[config.mk]
export PLATFORM = sky130hd
export DESIGN_NAME = memory_bist
export DESIGN_NICKNAME = d
export VERILOG_FILES = /design/src/rtl/memory_bist.sv
export SDC_FILE = /design/constraint.sdc
export NUM_CORES = 1
export LEC_CHECK = 0
export BUFFER_PORTS_ARGS = -buffer_cell sky130_fd_sc_hd__clkbuf_2
export CAP_MARGIN = 5
export CORE_MARGIN = 4
export CORE_UTILIZATION = 45
export CTS_CLUSTER_DIAMETER = 80
export DETAILED_ROUTE_END_ITERATION = 6
export PLACE_DENSITY = 0.69
export SYNTH_ARGS = -nofsm -noshare
export SYNTH_HDL_FRONTEND = slang
export SYNTH_SLANG_ARGS = --single-unit
[constraint.sdc]
create_clock -name i_Clock -period 2.75 [get_ports i_Clock]
set_input_delay 0 -clock i_Clock [delete_from_list [all_inputs] [get_ports i_Clock]]
set_output_delay 0 -clock i_Clock [all_outputs]
set_load 0.01 [all_outputs]
[src/rtl/memory_bist.sv]
// rtl/memory_bist.sv - March-style BIST sequencer in front of a 16x4 synchronous RAM
// Host accesses pass through when idle; a start runs write/read true and inverted phases.
module memory_bist #(
  parameter logic [3:0] PATTERN_XOR = 4'h0
) (
  input  logic       i_Clock,
  input  logic       i_Reset_n,
  input  logic       i_Start,
  input  logic       i_HostWriteEnable,
  input  logic [3:0] i_HostAddress,
  input  logic [3:0] i_HostData,
  output logic       o_RamWriteEnable,
  output logic [3:0] o_RamAddress,
  output logic [3:0] o_RamData,
  input  logic [3:0] i_RamReadData,
  output logic       o_Busy,
  output logic       o_Done,
  output logic       o_Pass,
  output logic [5:0] o_ErrorCount,
  output logic [3:0] o_FirstFailAddr,
  output logic       o_FirstFailPhase
);

  typedef enum logic [2:0] {
    IDLE,
    WR_TRUE,
    RD_TRUE,
    WR_INV,
    RD_INV,
    FLUSH
  } state_t;

  state_t     state;
  state_t     state_next;
  logic [3:0] addr;
  logic [3:0] true_word;
  logic       last_addr;
  logic       start_accept;

  logic       cmp_valid;
  logic [3:0] cmp_expected;
  logic [3:0] cmp_addr;
  logic       cmp_phase;
  logic       mismatch;
  logic [5:0] error_count_next;

  assign true_word        = addr ^ PATTERN_XOR;
  assign last_addr        = (addr == 4'hF);
  assign start_accept     = (state == IDLE) && i_Start;
  assign o_Busy           = (state != IDLE);
  assign mismatch         = cmp_valid && (i_RamReadData != cmp_expected);
  assign error_count_next = o_ErrorCount + {5'd0, mismatch};

  always_comb begin
    state_next       = state;
    o_RamWriteEnable = 1'b0;
    o_RamAddress     = addr;
    o_RamData        = 4'h0;
    case (state)
      IDLE: begin
        o_RamWriteEnable = i_HostWriteEnable;
        o_RamAddress     = i_HostAddress;
        o_RamData        = i_HostData;
        if (i_Start) state_next = WR_TRUE;
      end
      WR_TRUE: begin
        o_RamWriteEnable = 1'b1;
        o_RamData        = true_word;
        if (last_addr) state_next = RD_TRUE;
      end
      RD_TRUE: begin
        if (last_addr) state_next = WR_INV;
      end
      WR_INV: begin
        o_RamWriteEnable = 1'b1;
        o_RamData        = ~true_word;
        if (last_addr) state_next = RD_INV;
      end
      RD_INV: begin
        if (last_addr) state_next = FLUSH;
      end
      FLUSH: begin
        o_RamAddress = 4'h0;
        state_next   = IDLE;
      end
      default: state_next = IDLE;
    endcase
  end

  // Address wraps 15->0 on the same edge that advances the phase.
  always_ff @(posedge i_Clock or negedge i_Reset_n) begin
    if (!i_Reset_n) begin
      state <= IDLE;
      addr  <= 4'h0;
    end else begin
      state <= state_next;
      if (state == IDLE || state == FLUSH) addr <= 4'h0;
      else                                 addr <= addr + 4'h1;
    end
  end

  // Compare stage lines up expected data with the RAM's one-cycle read latency.
  always_ff @(posedge i_Clock or negedge i_Reset_n) begin
    if (!i_Reset_n) begin
      cmp_valid    <= 1'b0;
      cmp_expected <= 4'h0;
      cmp_addr     <= 4'h0;
      cmp_phase    <= 1'b0;
    end else begin
      cmp_valid    <= (state == RD_TRUE) || (state == RD_INV);
      cmp_expected <= (state == RD_INV) ? ~true_word : true_word;
      cmp_addr     <= addr;
      cmp_phase    <= (state == RD_INV);
    end
  end

  always_ff @(posedge i_Clock or negedge i_Reset_n) begin
    if (!i_Reset_n) begin
      o_Done           <= 1'b0;
      o_Pass           <= 1'b0;
      o_ErrorCount     <= 6'd0;
      o_FirstFailAddr  <= 4'h0;
      o_FirstFailPhase <= 1'b0;
    end else if (start_accept) begin
      o_Done           <= 1'b0;
      o_Pass           <= 1'b0;
      o_ErrorCount     <= 6'd0;
      o_FirstFailAddr  <= 4'h0;
      o_FirstFailPhase <= 1'b0;
    end else begin
      if (mismatch) begin
        o_ErrorCount <= error_count_next;
        if (o_ErrorCount == 6'd0) begin
          o_FirstFailAddr  <= cmp_addr;
          o_FirstFailPhase <= cmp_phase;
        end
      end
      // FLUSH holds the last compare, so pass must include it.
      if (state == FLUSH) begin
        o_Done <= 1'b1;
        o_Pass <= (error_count_next == 6'd0);
      end
    end
  end

endmodule

Yosys cells after proc, flatten, opt, wreduce, memory -nomap -nowiden
Index checks and enable logic that the tools add are counted.
{ "word_totals": {"ff_bits": 30, "latch_bits": 0, "ramBits": 0, "mem_bits_ro": 0, "in_bits": 16, "out_inout_bits": 23, "word_cells": 63, "n_memories": 0} }
{ "op_classes": {"add_sub_neg": 2, "n_mul": 0, "n_div": 0, "magnitude_cmp": 0, "eq_ne": 12, "n_shift": 0, "n_mux": 23, "bitwise": 1, "reduce_logical": 14} }
{ "ops": {"columns": ["operator", "count"], "rows": [
  ["$mux W4", 5],
  ["$mux W3", 5],
  ["$pmux W3 S5", 1],
  ["$logic_not A6 Y1", 2],
  ["$mux W6", 2],
  ["$pmux W4 S3", 1],
  ["$ne A2 B2 Y1 const B", 5],
  ["$pmux W4 S2", 1],
  ["$mux W1", 7],
  ["$add A6 B1 Y6", 1],
  ["$eq A3 B2 Y1 const B", 2],
  ["$eq A3 B3 Y1 const B", 2],
  ["$reduce_bool A2 Y1", 3],
  ["$reduce_and A5 Y1", 1],
  ["$add A4 B1 Y4 const B", 1],
  ["$eq A4 B4 Y1 const B", 1],
  ["$ne A4 B4 Y1", 1],
  ["$not A4 Y4", 1],
  ["$eq A3 B1 Y1 const B", 1],
  ["$logic_not A3 Y1", 1],
  ["$reduce_bool A3 Y1", 1],
  ["$logic_and A1 B1 Y1", 2],
  ["$logic_or A1 B1 Y1", 2],
  ["$pmux W1 S2", 1],
  ["other kinds (2)", 2]
]} }

Logic depth before layout (Yosys ltp)
{ "logic_depth": {"depth_word": 6, "depth_mapped": 9, "depth_no_buf": 8} }

Worst setup path after synthesis
Ideal clock, no wire load.
{ "synth_path": {"path_type": "register -> register", "startpoint": "register cmp_expected[1]", "endpoint": "register o_Pass", "arrival_time_ns": 2.197, "path_slack_ns": 0.443, "stages_incl_launch_ff": 10, "n_path_buf": 1, "period_less_slack_ns": 2.307, "path_cell_list": "dfrtp_1 xor2_1 o41ai_4 buf_6 inv_1 ha_1 ha_1 nor3_1 nand3_1 o41ai_1"} }
{ "synth_via": {"elab_chain_len": 6} }
{ "synth_rtl": {"columns": ["item", "line", "text"], "rows": [
  ["start: declaration", "41", "logic [3:0] cmp_expected;"],
  ["start signal: assignment", "111", "cmp_expected <= (state == RD_INV) ? ~true_word : true_word;"],
  ["$ne A4 B4 Y1", "51", "assign mismatch = cmp_valid && (i_RamReadData != cmp_expected);"],
  ["$logic_and A1 B1 Y1", "51", null],
  ["$add A6 B1 Y6", "52", "assign error_count_next = o_ErrorCount + {5'd0, mismatch};"],
  ["$logic_not A6 Y1", "141", "o_Pass <= (error_count_next == 6'd0);"],
  ["$mux W1", "139", "if (state == FLUSH) begin"],
  ["$mux W1", "124", "end else if (start_accept) begin"],
  ["end signal: assignment", "141", null],
  ["end: declaration", "18", "output logic o_Pass,"]
]} }
Every way passes these cells. The select of a mux whose other input is x is not followed.
A chain may end at the register's enable or synchronous reset.

Worst setup path after layout
Ends and elaborated chain as after synthesis.

==> results.cfg <==
[outcome]
outcome = complete, no violations

[floorplanning]
die_w_um = 67.5
pin_count = 39
start_util = 0.470
die_area_mm2 = 0.00456
rows = 21
core_area_mm2 = 0.00339
die_h_um = 67.5

[synthesis]
synth_commonest_cells = 30 x dfrtp_1, 18 x nand2_1, 14 x nor2_1
ys_warn_count = 0
seq_area_frac_synth = 0.471
synth.largest_area_cell = dfrtp_1
netlist_area_mm2 = 0.00159
async_flop_share = 1.00
syn-instance-count = 162
netlist.area_leader.share = 0.471
synth-main-ff-cell = dfrtp_1
ys_ff_latch = 30
synthTopCellsByArea = dfrtp_1 47%, xor2_1 7.1%, mux2i_1 5.0%
ys_types = 32
syn_area_per_cell_um2 = 9.84
yosysMostFrequentCell = dfrtp_1
synth_edf_count = 0
synth_fp_nets = 181

[setup_path]
cp-start-kind = register
cp.arrival_ns = 2.46
reg2reg_depth = 8
cpPeakStageDelay_ns = 0.38
cp_cell_sequence = xor2_1 -> o41ai_4 -> inv_1 -> ha_1 -> ha_1 -> nor3_1 -> nand3_1 -> o41ai_1
path_buf_inv = 1
end_kind = register
cp_common_cell = ha_1
cp_data_required_time_ns = 2.97
crit_fanout = 2
slowest_stage = dfrtp_1
path_depth = 8
critical_path.top_delay_family = compound AO/OA/AOI/OAI gates
path_class = register to register

[sta]
finalSetupViolCount = 0
fin_crit_ns = 2.24
timing.hold.ws_ns = 0.224
maxSlewViolCount = 0
finalSetupTns_ns = 0
fin_skew_ns = 0.0118
slew_headroom = 0.532
post-route-period-util = 0.816
worst_slack_ns = 0.505
hold_viol = 0
rsz0062_at_grt = false
clock.fmax_ghz = 0.446
tightest_slew_ns = 0.703

[clock_tree]
insertion_delay_ns = 0.32
clk_path_buf_depth = 2
clk_pin_slew_ns = 0.09
htree_levels = 2
cts_tree = done
cts.sink_count = 30
cts_root_buffer = clkbuf_4
postCtsSetupBuffers = 0
cts-buffers-inserted = 5

[finish]
fin_cells = 245
final_nets = 218
antenna-diode-count = 0
utilization = 0.559
fillers = 310
syn2layout_area_growth_pct = 18.8
drive_gt1_frac = 0.266

[global_route]
grt_pass1_vias = 1232
antenna_found_initial = 0
grt_pass1_wl_um = 5490
grt-ovfl-total = 0
grt_max_degree = 31
grtUsageTotal = 0.159

[routing]
drc = 0
wl_um = 3240
vias = 1268
drt-initial-drc-count = 61
routedWlPerCell_um = 13.2
viasPerCell = 5.18
antenna_left = 0
first_pass_iters = 4

[pwr]
vdd_ir_drop_max_uv = 225
power_density_mw_per_mm2 = 694
p_leak_nw = 0.858

[placed_design]
dp.cells = 237
hpwl_um = 2440
dpl_worst_slack_ns = 0.479
place_congestion = 0.821
portBuffers = 38

[worst_hold_path]
hold_class = input port to register
hold_path_depth = 5

[flow_run]
max-cap-violations = 0
-- per-stage QoR --
stage               area (um^2)  power (W)
finish                     1890    0.00132
global route               1890    0.00140
CTS                        1890    0.00133
detailed placement         1800   0.000978
global placement           1800   0.000955
floorplan                  1590   0.000829
-- cells by family (layout without fill, tap and decap cells) --
group / Yosys count / after routing / share of synthesized area
compound gates: 31 / 31 / 0.131
xor+xnor: 19 / 19 / 0.104
fa+ha+maj: 3 / 3 / 0.0236
buf+inv: 14 / 51 / 0.0385
flops: 30 / 30 / 0.471
mux: 8 / 8 / 0.0502
simple gates: 57 / 57 / 0.181
-- repair_timing --
action                    CTS  global route
hold buffers                1             0
hold endpoints to repair   30             0
gates resized for setup     0             0
-- metal layers --
| layer | global-route usage | wire length [um] | vias up | part of all wire |
|---|---|---|---|---|
| li1 | - | - | 624 | - |
| met1 | 0.211 | 1520 | 602 | 0.47 |
| met2 | 0.255 | 1510 | 36 | 0.47 |
| met3 | 0.0366 | 161 | 6 | 0.050 |
| met4 | 0.0532 | 52 | 0 | 0.016 |
| met5 | 0 | 0 | - | 0 |
-- layout by cell type (no fill, tap or decap), types with 2 or more instances in the layout --
cell	n
clkbuf_2	38
dfrtp_1	30
nand2_1	18
nor2_1	14
xor2_1	13
o21ai_0	10
a21oi_1	9
a22oi_1	8
mux2i_1	8
xnor2_1	6
nand3_1	5
clkbuf_4	5
or3_1	4
nor2b_1	4
inv_1	4
ha_1	3
nand2b_1	2
nor3_1	2
-- where the power goes --
part	switching, W	internal, W	leakage, nW
Clock	0.000137	0.000212	0.0443
Sequential	0.0000839	0.000512	0.363
Combinational	0.000192	0.000179	0.451
Total	0.000413	0.000902	0.858
-- sequential cells by signal, indices dropped and copies added (netlist names) --
register and flops:
cmp_valid 1, o_Pass 1, o_FirstFailAddr 4, o_Done 1, o_FirstFailPhase 1, cmp_addr 4
cmp_expected 4, state 3, addr 4, o_ErrorCount 6, cmp_phase 1
-- cell type report --
cell class / instances / area, um^2 / share of cell area
repair buffers: 40 / 208 / 0.110
clock buffers: 6 / 51.3 / 0.0271
multi-input cells: 118 / 782 / 0.413
inverters: 4 / 15.0 / 0.00793
clock inverters: 1 / 30.0 / 0.0159
well taps: 46 / 57.6 / 0.0304
flip-flops and latches: 30 / 751 / 0.396
-- worst register-to-register path: stages, from the launching register on --
cell and delay (ns):
dfrtp_1 0.38, xor2_1 0.18, o41ai_4 0.36, inv_1 0.08, ha_1 0.21, ha_1 0.31, nor3_1 0.21, nand3_1 0.10
o41ai_1 0.32
-- worst paths after layout --
path / from / end / slack (ns)
min: i_Start / o_Done$_DFFE_PN0P_ / 0.22
max in group asynchronous: i_Reset_n / o_ErrorCount[2]$_DFFE_PN0P_ / 2.04
max reg2reg: cmp_expected[1]$_DFF_PN0_ / o_Pass$_DFFE_PN0P_ / 0.51
min in group asynchronous: i_Reset_n / cmp_valid$_DFF_PN0_ / 0.26
min reg2reg: cmp_addr[2]$_DFF_PN0_ / o_FirstFailAddr[2]$_DFFE_PN0P_ / 0.51
max: cmp_expected[1]$_DFF_PN0_ / o_Pass$_DFFE_PN0P_ / 0.51
(Power assumes the default switching activity.)
